$ cat src/rtl/level_sequencer_if.sv
// ============================================================================
// Module      : level_sequencer_if
// Description : Bundles the frame/level control inputs and the per-level
//               difficulty setting outputs of the level sequencer.
// Revision    : 1.0 - initial release
// ============================================================================
`default_nettype none

interface level_sequencer_if;
    logic       startOfFrame;
    logic       level_up;
    logic       level_restart;
    logic [3:0] level;
    logic       level_changing;
    logic       game_won;
    logic [1:0] trees_to_add;
    logic [2:0] tree_speed;
    logic [1:0] bird_speed;
    logic       number_of_birds;
    logic [3:0] bird_life;

    // Score/collision side: raises events, consumes difficulty settings.
    modport master (
        output startOfFrame, level_up, level_restart,
        input  level, level_changing, game_won, trees_to_add,
               tree_speed, bird_speed, number_of_birds, bird_life
    );

    // Sequencer side.
    modport slave (
        input  startOfFrame, level_up, level_restart,
        output level, level_changing, game_won, trees_to_add,
               tree_speed, bird_speed, number_of_birds, bird_life
    );
endinterface

`default_nettype wire

$ cat src/rtl/level_sequencer.sv
// ============================================================================
// Module      : level_sequencer
// Description : Parametrised game-level controller. Tracks the current level,
//               decodes difficulty knobs from it, holds a frame-counted freeze
//               window between levels and reports a won game or wraps.
// Revision    : 1.0 - initial release
// ============================================================================
`default_nettype none

module level_sequencer #(
    parameter int NUM_LEVELS        = 8,
    parameter int TRANSITION_FRAMES = 60,
    parameter int WRAP_AT_END       = 0,
    parameter int LIFE_BASE         = 3
) (
    input  wire logic          clk,
    input  wire logic          resetN,
    level_sequencer_if.slave   bus
);

    localparam int LVL_W = $clog2(NUM_LEVELS);
    // A zero-frame build never enters TRANS; keep the counter one bit wide.
    localparam int CNT_W = (TRANSITION_FRAMES > 0) ? $clog2(TRANSITION_FRAMES + 1) : 1;

    localparam logic [LVL_W-1:0] c_LAST_LVL = LVL_W'(NUM_LEVELS - 1);
    localparam logic [CNT_W-1:0] c_TF_CNT   = CNT_W'(TRANSITION_FRAMES);
    localparam logic [4:0]       c_LIFE     = 5'(LIFE_BASE);

    typedef enum logic [1:0] {
        ST_PLAY  = 2'b00,
        ST_TRANS = 2'b01,
        ST_WON   = 2'b10
    } state_t;

    state_t           r_state;
    state_t           w_state_nxt;
    logic [LVL_W-1:0] r_lvl;
    logic [LVL_W-1:0] w_lvl_nxt;
    logic [CNT_W-1:0] r_cnt;
    logic [CNT_W-1:0] w_cnt_nxt;

    logic [4:0]       w_lvl_ext;
    logic [4:0]       w_half;
    logic [4:0]       w_life_sum;

    // State, level and frame counter registers.
    always_ff @(posedge clk or negedge resetN) begin
        if (!resetN) begin
            r_state <= ST_PLAY;
            r_lvl   <= '0;
            r_cnt   <= '0;
        end else begin
            r_state <= w_state_nxt;
            r_lvl   <= w_lvl_nxt;
            r_cnt   <= w_cnt_nxt;
        end
    end

    // Next state: restart beats level_up, level_up beats a frame tick.
    always_comb begin
        w_state_nxt = r_state;
        w_lvl_nxt   = r_lvl;
        w_cnt_nxt   = r_cnt;
        if (bus.level_restart) begin
            w_state_nxt = ST_PLAY;
            w_lvl_nxt   = '0;
            w_cnt_nxt   = '0;
        end else begin
            case (r_state)
                ST_PLAY: begin
                    if (bus.level_up) begin
                        if ((r_lvl != c_LAST_LVL) || (WRAP_AT_END != 0)) begin
                            // Next level, or wrap back to the first one.
                            w_lvl_nxt = (r_lvl != c_LAST_LVL) ? r_lvl + 1'b1 : '0;
                            if (TRANSITION_FRAMES > 0) begin
                                w_state_nxt = ST_TRANS;
                                w_cnt_nxt   = c_TF_CNT;
                            end
                        end else begin
                            w_state_nxt = ST_WON;
                        end
                    end
                end
                ST_TRANS: begin
                    // level_up is dropped here; only frame ticks matter.
                    if (bus.startOfFrame) begin
                        if (r_cnt <= CNT_W'(1)) begin
                            w_cnt_nxt   = '0;
                            w_state_nxt = ST_PLAY;
                        end else begin
                            w_cnt_nxt = r_cnt - 1'b1;
                        end
                    end
                end
                ST_WON: begin
                    // Terminal until restart or reset.
                    w_state_nxt = ST_WON;
                end
                default: begin
                    w_state_nxt = ST_PLAY;
                    w_lvl_nxt   = '0;
                    w_cnt_nxt   = '0;
                end
            endcase
        end
    end

    // Difficulty knobs decoded from the registered level.
    always_comb begin
        w_lvl_ext  = 5'(r_lvl);
        w_half     = (w_lvl_ext + 5'd1) >> 1;
        w_life_sum = c_LIFE + (w_lvl_ext >> 1);

        bus.level           = w_lvl_ext[3:0];
        bus.level_changing  = (r_state == ST_TRANS);
        bus.game_won        = (r_state == ST_WON);
        bus.tree_speed      = (w_lvl_ext > 5'd7) ? 3'd7 : w_lvl_ext[2:0];
        bus.bird_speed      = (w_half > 5'd3) ? 2'd3 : w_half[1:0];
        bus.number_of_birds = (w_lvl_ext >= 5'd2);
        // The final level gets no extra trees even when odd.
        bus.trees_to_add    = ((w_lvl_ext < 5'd2) ||
                               (w_lvl_ext[0] && (r_lvl != c_LAST_LVL))) ? 2'd2 : 2'd0;
        bus.bird_life       = (w_life_sum > 5'd15) ? 4'd15 : w_life_sum[3:0];
    end

endmodule

`default_nettype wire
$ cat src/flat_wrapper.sv
// flat-port wrapper written by rule: the top's interface ports become plain ports
module level_sequencer_flat 
#(
    parameter int NUM_LEVELS        = 8,
    parameter int TRANSITION_FRAMES = 60,
    parameter int WRAP_AT_END       = 0,
    parameter int LIFE_BASE         = 3
)
  (clk, resetN, bus_startOfFrame, bus_level_up, bus_level_restart, bus_level, bus_level_changing, bus_game_won, bus_trees_to_add, bus_tree_speed, bus_bird_speed, bus_number_of_birds, bus_bird_life);
  level_sequencer_if bus_i ();
  input  wire logic clk;
  input  wire logic resetN;
  input wire logic [$bits(bus_i.startOfFrame)-1:0] bus_startOfFrame;
  input wire logic [$bits(bus_i.level_up)-1:0] bus_level_up;
  input wire logic [$bits(bus_i.level_restart)-1:0] bus_level_restart;
  output wire logic [$bits(bus_i.level)-1:0] bus_level;
  output wire logic [$bits(bus_i.level_changing)-1:0] bus_level_changing;
  output wire logic [$bits(bus_i.game_won)-1:0] bus_game_won;
  output wire logic [$bits(bus_i.trees_to_add)-1:0] bus_trees_to_add;
  output wire logic [$bits(bus_i.tree_speed)-1:0] bus_tree_speed;
  output wire logic [$bits(bus_i.bird_speed)-1:0] bus_bird_speed;
  output wire logic [$bits(bus_i.number_of_birds)-1:0] bus_number_of_birds;
  output wire logic [$bits(bus_i.bird_life)-1:0] bus_bird_life;
  assign bus_i.startOfFrame = bus_startOfFrame;
  assign bus_i.level_up = bus_level_up;
  assign bus_i.level_restart = bus_level_restart;
  assign bus_level = bus_i.level;
  assign bus_level_changing = bus_i.level_changing;
  assign bus_game_won = bus_i.game_won;
  assign bus_trees_to_add = bus_i.trees_to_add;
  assign bus_tree_speed = bus_i.tree_speed;
  assign bus_bird_speed = bus_i.bird_speed;
  assign bus_number_of_birds = bus_i.number_of_birds;
  assign bus_bird_life = bus_i.bird_life;
  level_sequencer #(.NUM_LEVELS(NUM_LEVELS), .TRANSITION_FRAMES(TRANSITION_FRAMES), .WRAP_AT_END(WRAP_AT_END), .LIFE_BASE(LIFE_BASE)) u_core (.clk(clk), .resetN(resetN), .bus(bus_i));
endmodule
$ cat config.mk
export PLATFORM = sky130hd
export DESIGN_NAME = level_sequencer_flat
export DESIGN_NICKNAME = d
export VERILOG_FILES = /design/src/rtl/level_sequencer_if.sv /design/src/rtl/level_sequencer.sv /design/src/flat_wrapper.sv
export SDC_FILE = /design/constraint.sdc
export NUM_CORES = 1
export LEC_CHECK = 0
export CORE_MARGIN = 4
export CORE_UTILIZATION = 25
export CTS_BUF_LIST = sky130_fd_sc_hd__clkbuf_16
export DETAILED_ROUTE_END_ITERATION = 8
export PLACE_DENSITY = 0.46
export SYNTH_ARGS = -nofsm -noshare
export SYNTH_HDL_FRONTEND = slang
export SYNTH_SLANG_ARGS = --single-unit
export TNS_END_PERCENT = 10
$ cat constraint.sdc
create_clock -name clk -period 3 [get_ports clk]
set_clock_uncertainty 0.1 [all_clocks]
set_input_delay 0.3 -clock clk [delete_from_list [all_inputs] [get_ports clk]]
set_output_delay 0.3 -clock clk [all_outputs]
set_load 0.03 [all_outputs]
==> reports/qor.txt, run 1 <==
status - finished, final reports clean
most used cell, CP - ha_1
worst hold margin - 311.7 ps
Die X - 65.78 µm
H-tree depth - 1
Hold/Removal Path Class - in -> async
Starting DRT DRC Count - 21
total gr overflow - 0
CTS tree - built
area added between synthesis and finish - 34.33%
half-perimeter wire length after detailed placement - 1469 µm
CP Capture Point - bus_bird_speed[1]
RSZ-0062 raised after global routing - false
MaxCap Viol Count - 0
max frequency - 425.7 MHz
drt first pass iters - 4
WS Path Type - reg -> out
GR Util All Layers - 0.09700
r2r startpoint - u_core.bus.tree_speed[0]
PortBufs - 19
post-route setup slack - 650.9 ps
Rel. slew slack - 0.6527
cts bufs inserted - 3
crit-path cells - ha_1 > ha_1 > a21o_1 > clkdlybuf4s50_1
Final min period - 2349 ps
via count - 735
Comb pwr share - 0.565
Setup crit start - u_core.bus.tree_speed[0]
CP Capture Type - primary output
per-cell routed wire length - 11.82 µm
later-pin clock latency in the skew report - 240 ps
Fill cells - 322
leakage power - 0.5063 nW
worst vdd ir - 0.3715 mV
drc violations - 0
P_int - 646.8 µW
slowest cell delay on critical path - 660 ps
num ports - 23
drt via density - 4.682
first-pass GRT wire length - 3215 µm
post-CTS resize count - 0
r2r setup slk - 1000 ps
initial antenna violation count - 0
Setup-failing EPs final - 0
Mapped Avg Cell Area - 8.878 µm²
Reg clk slew, reported paths - 40 ps
layout cells sized above 1 - 0.06195
placed cell area - 1042 µm²
clock share of power - 0.205
multi-input logic area - 476.7 µm²
Die Y - 65.78 µm
Post-Synthesis Cells - 94
register area share after synthesis - 0.3298
DP Worst Slack - 892.3 ps
period utilisation layout - 0.7830
GP Congestion - 0.7949
sw power - 510.4 µW
Post-synth ARST share - 1.000
Die ar. - 4326 µm²
Nets - 129
Flop pwr share - 0.230
DP Cell Count - 153
vias in the first global route - 693
Slew @ Worst Pin - 519.3 ps
Initial Utilization - 0.2668
pwr/cell area - 1032 nW/µm²
Layout Cell Area excl Fill - 1121 µm²
sw frac - 0.4410
row count - 20
cts hold-fix bufs - 0
Clock Path Buffers - 2
clock root buffer - clkbuf_16
top_reg_cell synth - dfrtp_1
Final Non-Filler Cells - 157
Final Hold Viols - 0
Cell variety after synth - 34
Power Total - 1.157 mW
Setup Buffers After CTS - 0
WL final - 1855 µm
synthesis-stage register bit count - 11
Startpoint Class - register
CP Max Fanout - 8
synthesized cell area - 834.6 µm²
Core Util, Final - 0.3584
YS warnings - 0
core box area - 3128 µm²
clock sink count - 11
max-slew violation count - 0
commonest cells after routing, fill and taps aside - 19 x clkdlybuf4s50_1, 13 x inv_1, 11 x dfrtp_1, 10 x ha_1, 8 x o21ai_0
setup TNS - 0 ps
Routed Antenna Nets - 0
CP max stage cell - clkdlybuf4s50_1
Post-synth EDFFs - 0
Reg area - 275.3 µm²
capture point of the worst reg-to-reg path - u_core.r_cnt[4]
crit path DAT - 1950 ps
largest net degree at the start of global routing - 12
R2R depth - 6
most common cell after layout, fill and taps aside - clkdlybuf4s50_1
ANT cells - 0
CP required - 2600 ps
-- state kept, by name, summed over array words and instances (netlist names) --
| register | cells |
|---|---|
| u_core.r_cnt | 6 |
| u_core.bus.tree_speed | 3 |
| u_core.r_state | 2 |
-- layer usage --
layer	up-vias	GRT usage	wire [µm]
met3	4	0.02891	127
met2	26	0.1502	832
li1	360	-	-
met4	0	0.04663	33
met1	345	0.1220	861
met5	-	0	0
-- final cells by class --
class | instances | share of cell area
multi-input combinational | 67 | 0.4252
sequential | 11 | 0.2455
timing repair buffer | 19 | 0.1696
clock buffer | 3 | 0.06696
tap | 44 | 0.04911
inverter | 12 | 0.04018
clock inverter | 1 | 0.003348
-- Yosys cell counts (all sizes together), types with 2 or more instances --
library cell / n / area share
o211ai: 2 / 0.018
or3: 2 / 0.021
o22ai: 2 / 0.015
nor2: 4 / 0.018
a21o: 3 / 0.027
nand2: 6 / 0.027
buf: 6 / 0.054
nand4: 3 / 0.022
nand4b: 2 / 0.021
nand3: 2 / 0.012
o21ai: 9 / 0.054
a21oi: 2 / 0.016
nor4: 2 / 0.022
or2: 2 / 0.015
nand2b: 3 / 0.025
dfrtp: 11 / 0.33
ha: 10 / 0.15
inv: 12 / 0.054
-- worst min-delay path by stage --
stage / from / slack, ps / cells past startpoint / endpoint
floorplan: resetN / -100 / 0 / u_core.bus.tree_speed[0]
global placement: u_core.r_cnt[1] / 410 / 1 / u_core.r_cnt[1]
detailed placement: u_core.r_cnt[1] / 410 / 1 / u_core.r_cnt[1]
CTS: resetN / 330 / 1 / u_core.r_cnt[4]
global route: resetN / 360 / 1 / u_core.r_cnt[5]
finish: resetN / 310 / 1 / u_core.r_cnt[5]
-- power by group through the flow --
stage / registers, mW / clock network, mW / logic (mW)
final: 0.266 / 0.237 / 0.654
after detailed placement: 0.265 / 0 / 0.664
after global placement: 0.265 / 0 / 0.660
after global routing: 0.275 / 0.258 / 0.720
after CTS: 0.265 / 0.248 / 0.666
after floorplan: 0.277 / 0 / 0.435
-- cell families after synthesis --
group	count (synthesis)	synth area share
and+or+nand+nor	30	0.2159
AOI/OAI and AO/OA	23	0.1814
buffers and inverters	18	0.1079
DFF	11	0.3298
adders and majority gates	10	0.1499
xor gates and xnor gates	1	0.01050
other	1	0.004493
-- critical path, delay by kind of cell, from the launching register on --
family	cells	cell delay [ps]
buffers and inverters	1	660
adder cells (fa/ha/maj)	2	520
flip-flops	1	450
AO/OA/AOI/OAI	1	80
Power figures use the tool's default switching activity.
==> inputs of run 2 (changes only) <==
- clock period: 3 -> 2.4 ns (I/O delays scaled with it)
==> run 2 against run 1 <==
- combinational power is 24% higher
- clock-buffer cell count is the same
- worst setup slack got worse by 550 ps
- worst hold slack got worse by 68 ps
- global-route usage up 0.17 points
- total power grew 25%
- register-to-register slack worse by 590 ps
- sequential power grew 25%
- flip-flop and latch count unchanged
- critical path depth is the same
- design area did not move
- routed wire length decreased by 2.0%
==> reports/qor.txt, run 2 (same netlist as run 1, synthesis figures left out) <==
r2r startpoint - u_core.bus.tree_speed[0]
capture point of the worst reg-to-reg path - u_core.r_cnt[4]
R2R depth - 6 (unchanged)
Clock Path Buffers - 2 (unchanged)
ANT cells - 0 (unchanged)
layout cells sized above 1 - 0.06195 (unchanged)
clock root buffer - clkbuf_16
max frequency - 434.2 MHz
most flop-heavy register - u_core.r_cnt
clock sink count - 11 (unchanged)
Initial Utilization - 0.2668 (unchanged)
CP required - 2060 ps (-540 ps)
area added between synthesis and finish - 34.33% (unchanged)
per-cell routed wire length - 11.58 µm (-2.0%)
Nets - 129 (unchanged)
worst hold margin - 243.9 ps (-67.72 ps)
num ports - 23 (unchanged)
pwr/cell area - 1291 nW/µm² (+25%)
r2r setup slk - 410 ps (-590 ps)
initial antenna violation count - 0 (unchanged)
total gr overflow - 0 (unchanged)
crit path DAT - 1960 ps (about the same)
Hold/Removal Path Class - in -> async
GP Congestion - 0.7965 (+0.20%)
MaxCap Viol Count - 0 (unchanged)
Die ar. - 4326 µm² (unchanged)
status - finished, final reports clean
drt via density - 4.548 (-2.9%)
largest net degree at the start of global routing - 12 (unchanged)
DP Cell Count - 153 (unchanged)
first-pass GRT wire length - 3249 µm (+1.1%)
Die X - 65.78 µm (unchanged)
CP Capture Type - primary output
Reg clk slew, reported paths - 40 ps (about the same)
drt first pass iters - 4 (unchanged)
leakage power - 0.5063 nW (unchanged)
GR Util All Layers - 0.09875 (+0.001748)
Routed Antenna Nets - 0 (unchanged)
Final Non-Filler Cells - 157 (unchanged)
post-CTS resize count - 0 (unchanged)
WL final - 1818 µm (-2.0%)
max-slew violation count - 0 (unchanged)
PortBufs - 19 (unchanged)
Setup-failing EPs final - 0 (unchanged)
commonest cells after routing, fill and taps aside - 19 x clkdlybuf4s50_1, 13 x inv_1, 11 x dfrtp_1, 10 x ha_1, 8 x o21ai_0
later-pin clock latency in the skew report - 240 ps (about the same)
CP Max Fanout - 8 (unchanged)
cts bufs inserted - 3 (unchanged)
Largest register FFs - 6 (unchanged)
Starting DRT DRC Count - 22 (+4.8%)
Final Hold Viols - 0 (unchanged)
worst vdd ir - 0.3835 mV (+3.2%)
Die Y - 65.78 µm (unchanged)
Layout Cell Area excl Fill - 1121 µm² (unchanged)
Rel. slew slack - 0.6598 (+0.007106)
period utilisation layout - 0.9596
Setup Buffers After CTS - 0 (unchanged)
Slew @ Worst Pin - 508.7 ps (-10.63 ps)
cts hold-fix bufs - 0 (unchanged)
via count - 714 (-2.9%)
CTS tree - built
placed cell area - 1042 µm² (unchanged)
WS Path Type - reg -> out
row count - 20 (unchanged)
drc violations - 0 (unchanged)
setup TNS - 0 ps (unchanged)
core box area - 3128 µm² (unchanged)
Startpoint Class - register
Core Util, Final - 0.3584 (unchanged)
most common cell after layout, fill and taps aside - clkdlybuf4s50_1
vias in the first global route - 693 (unchanged)
Final min period - 2303 ps
RSZ-0062 raised after global routing - false
H-tree depth - 1 (unchanged)
half-perimeter wire length after detailed placement - 1420 µm (-3.4%)
[run 2: routing by layer]
layer | track usage | vias to the layer above | part of all wire
met5 | 0 | - | 0
met3 | 0.02211 | 5 | 0.071
met1 | 0.1250 | 331 | 0.45
met4 | 0.05440 | 0 | 0.023
met2 | 0.1539 | 23 | 0.46
li1 | - | 355 | -
[run 2: worst max path at each step]
stage | from | end | slack (ps) | cells past startpoint
after global placement | u_core.bus.tree_speed[0] | bus_bird_speed[1] | 380 | 4
after floorplan | u_core.bus.tree_speed[1] | bus_trees_to_add[1] | 380 | 4
after detailed placement | u_core.bus.tree_speed[0] | bus_bird_speed[1] | 350 | 4
after global routing | u_core.bus.tree_speed[0] | bus_trees_to_add[1] | 40 | 4
final | u_core.bus.tree_speed[0] | bus_bird_speed[1] | 100 | 4
after CTS | u_core.bus.tree_speed[0] | bus_bird_speed[1] | 90 | 4
[run 2: where the power goes]
part	switching (mW)	internal, mW
logic	0.471	0.343
registers	0.0852	0.248
clock network	0.0822	0.219
[run 2: critical path, stage by stage (launching register included)]
cell,delay (ps)
dfrtp_1,450
ha_1,230
ha_1,300
a21o_1,90
clkdlybuf4s50_1,660
[run 2: cell type report]
cell class | count | area, µm²
Fill cell | 330 | 2007
Sequential cell | 11 | 275.3
Clock inverter | 1 | 3.754
Timing Repair Buffer | 19 | 190.2
Multi-Input combinational cell | 67 | 476.7
Clock buffer | 3 | 75.07
Inverter | 12 | 45.04
Tap cell | 44 | 55.05
[run 2: through the flow]
step | power [mW] | worst slack (ps)
2_1_floorplan | 0.8894 | 376.0
3_3_place_gp | 1.156 | 379.1
3_5_place_dp | 1.158 | 347.3
4_1_cts | 1.471 | 88.27
5_1_grt | 1.564 | 37.92
6_report | 1.448 | 96.97
==> RTL edit: new RTL, settings of run 2 <==
Re-encode `state_t` (3 states) as one-hot, 3 bits wide.
--- a/src/rtl/level_sequencer.sv
+++ b/src/rtl/level_sequencer.sv
@@ -28,6 +28,6 @@
 
-    typedef enum logic [1:0] {
-        ST_PLAY  = 2'b00,
-        ST_TRANS = 2'b01,
-        ST_WON   = 2'b10
+    typedef enum logic [2:0] {
+        ST_PLAY  = 3'b001,
+        ST_TRANS = 3'b010,
+        ST_WON   = 3'b100
     } state_t;
Behaviour: no difference found for any inputs over 10 cycles, from zero or initial values and one cycle with resetN low; not proved beyond that.
==> RTL edit against run 2 <==
  * Routed wire length is 20% higher
  * Cell area is 9.4% higher
  * Worst setup slack better by 0.12 ns
  * Area after synthesis is 10% higher
  * Sequential cell count is 1 higher
  * Synthesized cell count is 4.3% higher
  * First-iteration DRC count is 36% lower
  * Total power is 0.49% lower
  * Largest cell class unchanged
==> RTL edit: results <==
detailed_routing:
  detailedRoute.firstPassIterationCount: 6
  dr.first_iter.drc_count: 14
  detail_route.wl_per_cell_um: 13.3
  route.vias.total: 771
setup_path:
  crit_family: "buffers and inverters"
  capture_instance_of_the_worst_register_to_register_path: "u_core.bus.tree_speed[0]"
  cp_slowest_cell: "clkdlybuf4s50_1"
  reg2reg_depth: 6
  crit_fanout: 9
  crit_path_max_incr_delay_ns: 0.71
  cp.arrival_ns: 1.85
  regToRegSetupSlack_ns: 0.26
  worstReg2RegStart: "u_core.bus.tree_speed[0]"
power:
  ir_worst_vdd_v: 0.000315
  p_leak_nw: 0.559
  power.switching_fraction: 0.425
global_route:
  grt_pass1_vias: 726
  met3_usage: 0.0194
  first_pass_grt_wire_length_mm: 3.62
  grt_start_max_net_pins: 13
  groute.layer.met2.usage: 0.149
  use_met1: 0.147
  grt_util_all_layers: 0.106
placed_design:
  post_placement_worst_setup_slack_ns: 0.239
  gp_congestion: 0.825
  dp_hpwl_mm: 1.68
finish:
  layout.nets: 131
  drive_gt1_frac: 0.127
  layout.filler_cells: 349
  regMostFlops: "u_core.r_cnt"
synth:
  netlist_top_cells_count: "11 x dfrtp_1, 11 x nor2_1, 9 x inv_1"
  synth.lib_cells_used.distinct: 38
  seq_area_frac_synth: 0.327
  post_synth_main_area_contributors: "dfrtp_1 30%, ha_1 9.5%, buf_4 4.9%, o2bb2ai_1 4.7%, nor2_1 4.5%"
  synth_top_flop_cell: "dfrtp_1"
timing:
  fin_hold_ws_ns: 0.267
  timing.max_slew.rel_slack: 0.617
outcome:
  outcome: "finished clean"
-- RTL edit: cell types whose count changed in the layout (fill, tap and decap cells not counted), moves of 3 or more --
cell	change
o2bb2ai_1	+4
ha_1	-3
nor2_1	+7
nand4_1	-3
o21ai_0	-8
inv_1	-4
-- RTL edit: through the flow --
step | std cells | cell area (um^2)
after global routing | 164 | 1230
after detailed placement | 160 | 1140
after CTS | 164 | 1220
final | 164 | 1230
after global placement | 160 | 1140
after floorplan | 100 | 930
-- RTL edit: routing by layer --
layer | wire, um | vias to the layer above
li1 | - | 386
met1 | 1100 | 364
met2 | 950 | 16
met3 | 71 | 5
met4 | 54 | 0
met5 | 0 | -
-- RTL edit: kinds of logic (layout without fill, tap and decap cells) --
group,after synthesis,in the layout,share of synthesized area
muxes,5,5,0.0624
DFF,12,12,0.327
AOI/OAI and AO/OA,23,23,0.217
and+or+nand+nor,33,33,0.199
adders and majority gates,7,7,0.0950
buffers and inverters,17,35,0.0950
other,1,3,0.00407
-- RTL edit: how the worst max path moves through the flow --
| stage | cells after the start | slack (ns) | endpoint | start |
|---|---|---|---|---|
| after floorplan | 6 | 0.20 | u_core.bus.tree_speed[0] | u_core.bus.tree_speed[0] |
| after global placement | 6 | 0.31 | u_core.bus.tree_speed[0] | u_core.bus.tree_speed[0] |
| after detailed placement | 6 | 0.24 | u_core.bus.tree_speed[0] | u_core.bus.tree_speed[0] |
| after CTS | 5 | 0.04 | bus_trees_to_add[1] | u_core.bus.tree_speed[0] |
| after global routing | 3 | 0.11 | bus_level_changing | u_core.r_state[1] |
| final | 3 | 0.21 | bus_level_changing | u_core.r_state[1] |
-- RTL edit: area by class of cell --
cell class / count / share of cell area
well taps: 46 / 0.0469
flip-flops and latches: 12 / 0.246
clock buffers: 3 / 0.0612
repair buffers: 21 / 0.171
clock inverters: 1 / 0.00306
multi-input cells: 71 / 0.441
inverters: 10 / 0.0306
-- RTL edit: power by group through the flow --
stage	Sequential, mW	Clock, mW	Combinational [mW]
3_3_place_gp	0.383	0	0.761
4_1_cts	0.382	0.325	0.752
6_report	0.384	0.312	0.745
3_5_place_dp	0.385	0	0.748
5_1_grt	0.400	0.335	0.822
2_1_floorplan	0.371	0	0.536
